[src/rtl/fifo_rd_packer.sv]
// Read-side drain for the dual-clock FIFO: packs PACK FWFT words into one wide valid/ready word.
// Define FIFO_RD_PACK_TIMEOUT_EN to flush a partial pack after TIMEOUT idle cycles.
module fifo_rd_packer #(
    parameter int DATA_WIDTH = 8,
    parameter int PACK       = 4,
    parameter int TIMEOUT    = 64
) (
    input  logic                         rclk,
    input  logic                         rrst,
    input  logic                         fifo_rempty,
    input  logic [DATA_WIDTH-1:0]        fifo_rdata,
    output logic                         fifo_ren,
    output logic                         m_valid,
    input  logic                         m_ready,
    output logic [DATA_WIDTH*PACK-1:0]   m_data,
    output logic [PACK-1:0]              m_keep
);

    localparam int CW = $clog2(PACK);

    typedef enum logic [1:0] {IDLE, FILL, HOLD} state_t;

    state_t                       state_reg;
    state_t                       state_next;
    logic [CW-1:0]                cnt_reg;
    logic [DATA_WIDTH-1:0]        pack_reg [PACK];
    logic                         m_valid_reg;
    logic [DATA_WIDTH*PACK-1:0]   m_data_reg;
    logic [PACK-1:0]              m_keep_reg;

    logic                         pop;
    logic                         last_pop;
    logic                         slot_free;
    logic                         hold_release;
    logic                         flush;
    logic [DATA_WIDTH*PACK-1:0]   full_word;
    logic [DATA_WIDTH*PACK-1:0]   hold_word;
    logic [DATA_WIDTH*PACK-1:0]   part_word;
    logic [PACK-1:0]              part_keep;

    if (PACK < 2 || PACK > 16 || TIMEOUT < 2) begin : g_bad_param
        $error("fifo_rd_packer: PACK must be 2..16 and TIMEOUT at least 2");
    end

    assign pop          = fifo_ren;
    assign last_pop     = pop && (cnt_reg == CW'(PACK - 1));
    assign slot_free    = !m_valid_reg || m_ready;
    assign hold_release = (state_reg == HOLD) && m_valid_reg && m_ready;

    // full_word bypasses the word being popped into the top lane this cycle
    for (genvar gi = 0; gi < PACK; gi++) begin : g_lane
        if (gi == PACK - 1) begin : g_top
            assign full_word[gi*DATA_WIDTH +: DATA_WIDTH] = fifo_rdata;
        end else begin : g_low
            assign full_word[gi*DATA_WIDTH +: DATA_WIDTH] = pack_reg[gi];
        end
        assign hold_word[gi*DATA_WIDTH +: DATA_WIDTH] = pack_reg[gi];
        assign part_keep[gi] = (cnt_reg > CW'(gi));
        assign part_word[gi*DATA_WIDTH +: DATA_WIDTH] =
            part_keep[gi] ? pack_reg[gi] : {DATA_WIDTH{1'b0}};
    end

`ifdef FIFO_RD_PACK_TIMEOUT_EN
    localparam int IW = $clog2(TIMEOUT + 1);

    logic [IW-1:0] idle_reg;

    // The current idle cycle counts, so the flush edge ends the TIMEOUT-th idle cycle.
    assign flush = (state_reg == FILL) && !pop && slot_free &&
                   (idle_reg >= IW'(TIMEOUT - 1));

    always_ff @(posedge rclk) begin
        if (rrst || pop || state_reg != FILL) begin
            idle_reg <= '0;
        end else if (idle_reg != IW'(TIMEOUT)) begin
            idle_reg <= idle_reg + 1'b1;
        end
    end
`else
    assign flush = 1'b0;
`endif

    always_ff @(posedge rclk) begin
        if (rrst) begin
            state_reg <= IDLE;
        end else begin
            state_reg <= state_next;
        end
    end

    always_comb begin
        state_next = state_reg;
        case (state_reg)
            IDLE: begin
                if (pop) begin
                    state_next = FILL;
                end
            end
            FILL: begin
                if (last_pop) begin
                    state_next = slot_free ? IDLE : HOLD;
                end else if (flush) begin
                    state_next = IDLE;
                end
            end
            HOLD: begin
                if (hold_release) begin
                    state_next = IDLE;
                end
            end
            default: state_next = IDLE;
        endcase
    end

    // Pop strobe never looks at m_ready, only at state and the empty flag.
    always_comb begin
        fifo_ren = !rrst && !fifo_rempty && (state_reg != HOLD);
    end

    always_ff @(posedge rclk) begin
        if (pop) begin
            pack_reg[cnt_reg] <= fifo_rdata;
        end
    end

    always_ff @(posedge rclk) begin
        if (rrst) begin
            cnt_reg     <= '0;
            m_valid_reg <= 1'b0;
            m_data_reg  <= '0;
            m_keep_reg  <= '0;
        end else begin
            if (pop) begin
                cnt_reg <= last_pop ? '0 : cnt_reg + 1'b1;
            end else if (flush) begin
                cnt_reg <= '0;
            end

            if (last_pop && slot_free) begin
                m_valid_reg <= 1'b1;
                m_data_reg  <= full_word;
                m_keep_reg  <= '1;
            end else if (hold_release) begin
                m_valid_reg <= 1'b1;
                m_data_reg  <= hold_word;
                m_keep_reg  <= '1;
            end else if (flush) begin
                m_valid_reg <= 1'b1;
                m_data_reg  <= part_word;
                m_keep_reg  <= part_keep;
            end else if (m_valid_reg && m_ready) begin
                m_valid_reg <= 1'b0;
            end
        end
    end

    assign m_valid = m_valid_reg;
    assign m_data  = m_data_reg;
    assign m_keep  = m_keep_reg;

endmodule

[config.mk]
export PLATFORM = sky130hd
export DESIGN_NAME = fifo_rd_packer
export DESIGN_NICKNAME = d
export VERILOG_FILES = /design/src/rtl/fifo_rd_packer.sv
export SDC_FILE = /design/constraint.sdc
export NUM_CORES = 1
export LEC_CHECK = 0
export BUFFER_PORTS_ARGS = -buffer_cell sky130_fd_sc_hd__clkbuf_2
export CAP_MARGIN = 0
export CORE_ASPECT_RATIO = 0.5
export CORE_MARGIN = 2
export CORE_UTILIZATION = 58
export CTS_CLUSTER_SIZE = 20
export DETAILED_ROUTE_END_ITERATION = 8
export GPL_ROUTABILITY_DRIVEN = 0
export PLACE_DENSITY_LB_ADDON = 0.05
export SETUP_SLACK_MARGIN = 0.3
export SLEW_MARGIN = 40
export SYNTH_ARGS = -nofsm -noshare
export SYNTH_HDL_FRONTEND = slang
export SYNTH_SLANG_ARGS = --single-unit
[constraint.sdc]
create_clock -name rclk -period 4.2 [get_ports rclk]
set_input_delay 0.42 -clock rclk [delete_from_list [all_inputs] [get_ports rclk]]
set_output_delay 0.42 -clock rclk [all_outputs]
set_load 0.01 [all_outputs]
# After elaboration in Yosys (flattened, before gate mapping)
# Memory sizes are Yosys's and may differ from the RTL's. A register that Yosys moved wholly into a read port is not among the register bits.
# Index checks and enable logic that the tools add are counted.
totals:
  reg_bits: 41
  ram_bits: 32
  in_bits: 12
  mem_count: 1
classes:
  n_addsub: 1
  eq_ne: 7
  mux: 15
  n_reduce_logical: 15
memory_table:
  columns: ["memory", "depth", "width", "read_ports", "rd_clocked_by_memory_dff", "wr", "line", "text"]
  rows:
  - ["pack_reg", 4, 8, 4, 1, 1, "26", "logic [DATA_WIDTH-1:0] pack_reg [PACK];"]
ops:
  columns: ["operator", "n"]
  rows:
  - ["32-bit two-way mux", 2]
  - ["2-bit two-way mux", 5]
  - ["4-bit two-way mux", 2]
  - ["2-bit inequality test (second input constant)", 4]
  - ["1-bit logical AND", 7]
  - ["2-bit one-hot mux with 3 select lines", 1]
  - ["1-bit two-way mux", 5]
  - ["2-bit equality test (second input constant)", 2]
  - ["1-bit logical NOT", 3]
  - ["3-bit AND reduction", 1]
  - ["3-bit nonzero test", 1]
  - ["2-bit by 1-bit adder with 2-bit output (second input constant)", 1]
  - ["2-bit by 1-bit equality test with 1-bit output (second input constant)", 1]
  - ["2-bit logical NOT", 1]
  - ["2-bit nonzero test", 1]
  - ["1-bit logical OR", 1]

# Longest topological paths before layout
logic_depth:
  depth_word: 6
  ltp_mapped: 6

# Worst setup path after synthesis
# No wires, ideal clock.
synth_path:
  path_type: "register -> register"
  startpoint: "register cnt_reg[0]"
  endpoint: "memory pack_reg[3][0] (enable)"
  arrival_time_ns: 1.447
  path_slack_ns: 2.429
  stages_incl_launch_ff: 6
  synth_period_minus_slack_ns: 1.771
  cell_sequence: "dfxtp_1 -> ha_1 -> or3b_1 -> nand2b_1 -> clkbuf_1 -> inv_1"
synth_rtl:
  columns: ["item", "line", "text"]
  rows:
  - ["start: declaration", "25", "logic [CW-1:0] cnt_reg;"]
  - ["start signal: assignment", "134", "cnt_reg <= last_pop ? '0 : cnt_reg + 1'b1;"]
  - ["end: declaration", "26", null]
# No word-level cell before the write port.

# Worst setup path in the final report
layout_path:
  startpoint: "register cnt_reg[0]"
  endpoint: "register m_data_reg[30] (netlist: m_data[30]) (read register of pack_reg)"
layout_between:
  elab_chain_cells: 4
layout_lines:
  columns: ["item", "line", "text"]
  rows:
  - ["2-bit equality test", "46", "assign last_pop = pop && (cnt_reg == CW'(PACK - 1));"]
  - ["1-bit logical AND", "46", null]
  - ["1-bit logical AND", "139", "if (last_pop && slot_free) begin"]
  - ["2-bit nonzero test (no line)", null, null]
  - ["end: declaration", "28", "logic [DATA_WIDTH*PACK-1:0] m_data_reg;"]
# Every way passes these cells.
# A chain may end at the register's enable or synchronous reset.

==> qor.csv <==
metric,value,unit
period_needed,2769,ps
path_clk_slew,70,ps
holdPathStages,1,
wl_met3,330,um
clockBufferDepth,2,
crit_required,4440,ps
synth-main-ff-cell,dfxtp_1,
clk-insertion-delay-late,330,ps
ys_async_sr_fraction,0,
worstMarginPinSlew,760.7,ps
wire_per_inst,14.43,um
n_antenna_cell,0,
synth_fp_nets,242,
rows,17,
met1_length,2184,um
ys_seq_elements,70,
synthCells,226,
cts-resized-gates,0,
synthAdderAreaFrac,0.01951,
hold_buffers,0,
clock-sinks,70,
instances_no_fill,334,
ir_drop,256.8,uV
drive_gt1_frac,0.2671,
dp_cells,318,
cts_htree_levels,3,
slew-limit-headroom,0.4929,
numCtsBuffers,9,
start_util,0.5940,
die_y,51.03,um
cts_root_buffer,clkbuf_8,
setup_tns,0,ps
slew_violations,0,
drt_pre_antenna_iters,4,
grt_pass1_wl,7617,um
finalSetupViolations,0,
drc,0,
status,"finished, final reports clean",
synth_area,2565,um2
vias,1734,
power_density,423.1,nW/um2
io_buffers,49,
synth_top_area_cell,edfxtp_1,
synth_cell_type_count,27,
final_nets,288,
post_cts_buffers,0,
core_area,4318,um2
cp-end-kind,register,
drt_iter0_drc,107,
cts_tree,built,
die_area,5003,um2
area_delta_synth_final,18.39,%
min_period_over_period,0.6593,
fmax,361.1,MHz
track_usage,0.2088,
grt_overflow_total,0,
post_synth.cell_area_avg,11.35,um2
dp_slack,1221,ps
seq_area_frac_synth,0.6712,
fp.dieW,98.05,um
synth-xor-area-share,0,
wl_met2,2251,um
grt_max_degree,26,
synth_top_area_frac,0.3746,
rsz0062_at_grt,no,
r2r_cells,6,
via_per_inst,5.192,
grt_pass1_vias,1594,
antenna_found_initial,0,
wl,4821,um
yosys.area_share.simple,0.1580,
synth_compound_area_frac,0.1098,
critPathArrivalTime,3010,ps
clock_skew,5.758,ps
synth_edf_count,32,
cp-start-kind,register,
pin_count,50,
final_antenna_net_count,0,
top_layer_used,met4,
hpwl,3353,um
finalWorstSetupSlack,1431,ps
synth_top_family_by_area,simple AND/OR/NAND/NOR gates,
path_class,reg -> reg,
drv_cap,0,
p_leak,1.123,nW
hp-class,in -> reg,
yosysWarnings,0,
synth_area_leaders,"edfxtp_1, dfxtp_1, nand2_1",
cp_max_fo,25,
synthMuxAreaShare,0.003902,
final_hold_viol_count,0,
synthesized netlist by cell type (2+ instances only):
master	count
nand2b_1	2
and2_1	3
nor2b_1	4
a311oi_2	7
buf_2	2
buf_1	2
dfxtp_1	38
nand3_1	8
edfxtp_1	32
clkbuf_1	7
ha_1	4
a21oi_1	26
buf_4	4
nand2_1	61
nor2_1	12
inv_1	3
layout make-up:
cell class	instances	area [um2]
fill	337	1281
multi-input combinational	137	760.7
clock buffer	11	131.4
sequential	70	1722
timing repair buffer	51	280.3
inverter	3	11.26
tap	57	71.32
clock inverter	5	60.06
metal layers:
| layer | GRT usage | vias to the layer above |
|---|---|---|
| li1 | - | 867 |
| met1 | 0.2720 | 815 |
| met2 | 0.3322 | 46 |
| met3 | 0.06156 | 6 |
| met4 | 0.09028 | 0 |
| met5 | 0 | - |
final timing paths:
kind | startpoint | endpoint | slack (ps)
worst max-delay path | cnt_reg[0] | m_data[30] | 1430
worst min-delay path | fifo_rdata[2] | pack_reg[1][2] | 350
worst max register to register | cnt_reg[0] | m_data[30] | 1430
worst min register to register | m_data[22] | m_data[22] | 450
layout by cell type (no fill, tap or decap), types with 2 or more instances in the layout:
cell      synthesis  layout
nand2_1          61      61
clkbuf_2          0      49
dfxtp_1          38      38
edfxtp_1         32      32
a21oi_1          26      26
nor2_1           12      12
clkbuf_8          0       9
nand3_1           8       8
a311oi_2          7       7
nor2b_1           4       4
ha_1              4       4
inv_1             3       3
and2_1            3       3
nand2b_1          2       2
clkinv_4          0       2
clkbuf_1          7       2
worst max-delay path, cell delays in order, from the launching register on:
cell and delay (ps):
dfxtp_1 400, ha_1 410, or3b_1 460, a211oi_4 660, buf_4 410, nor2_1 90
a311oi_2 250
where the power goes:
group / internal, W / total [W] / switching, W
registers: 0.000723 / 0.000728 / 0.00000488
logic: 0.0000145 / 0.0000451 / 0.0000306
clock network: 0.000276 / 0.000511 / 0.000236
through the flow:
step | hold WS, ps | total power, W | cell area (um2) | util
global route | 336.6 | 0.001328 | 3037 | 0.7033
finish | 347.3 | 0.001285 | 3037 | 0.7033
CTS | 336.5 | 0.001297 | 3037 | 0.7033
floorplan | 451.4 | 0.0007650 | 2565 | -
detailed placement | 448.3 | 0.0007892 | 2845 | 0.6589
global placement | 445.2 | 0.0007833 | 2811 | 0.6511
cells by family after synthesis:
| group | count (synthesis) |
|---|---|
| adders and majority gates | 4 |
| muxes | 1 |
| AOI/OAI and AO/OA | 38 |
| buffers and inverters | 19 |
| and+or+nand+nor | 94 |
| DFF | 70 |
Power figures use the tool's default switching activity.
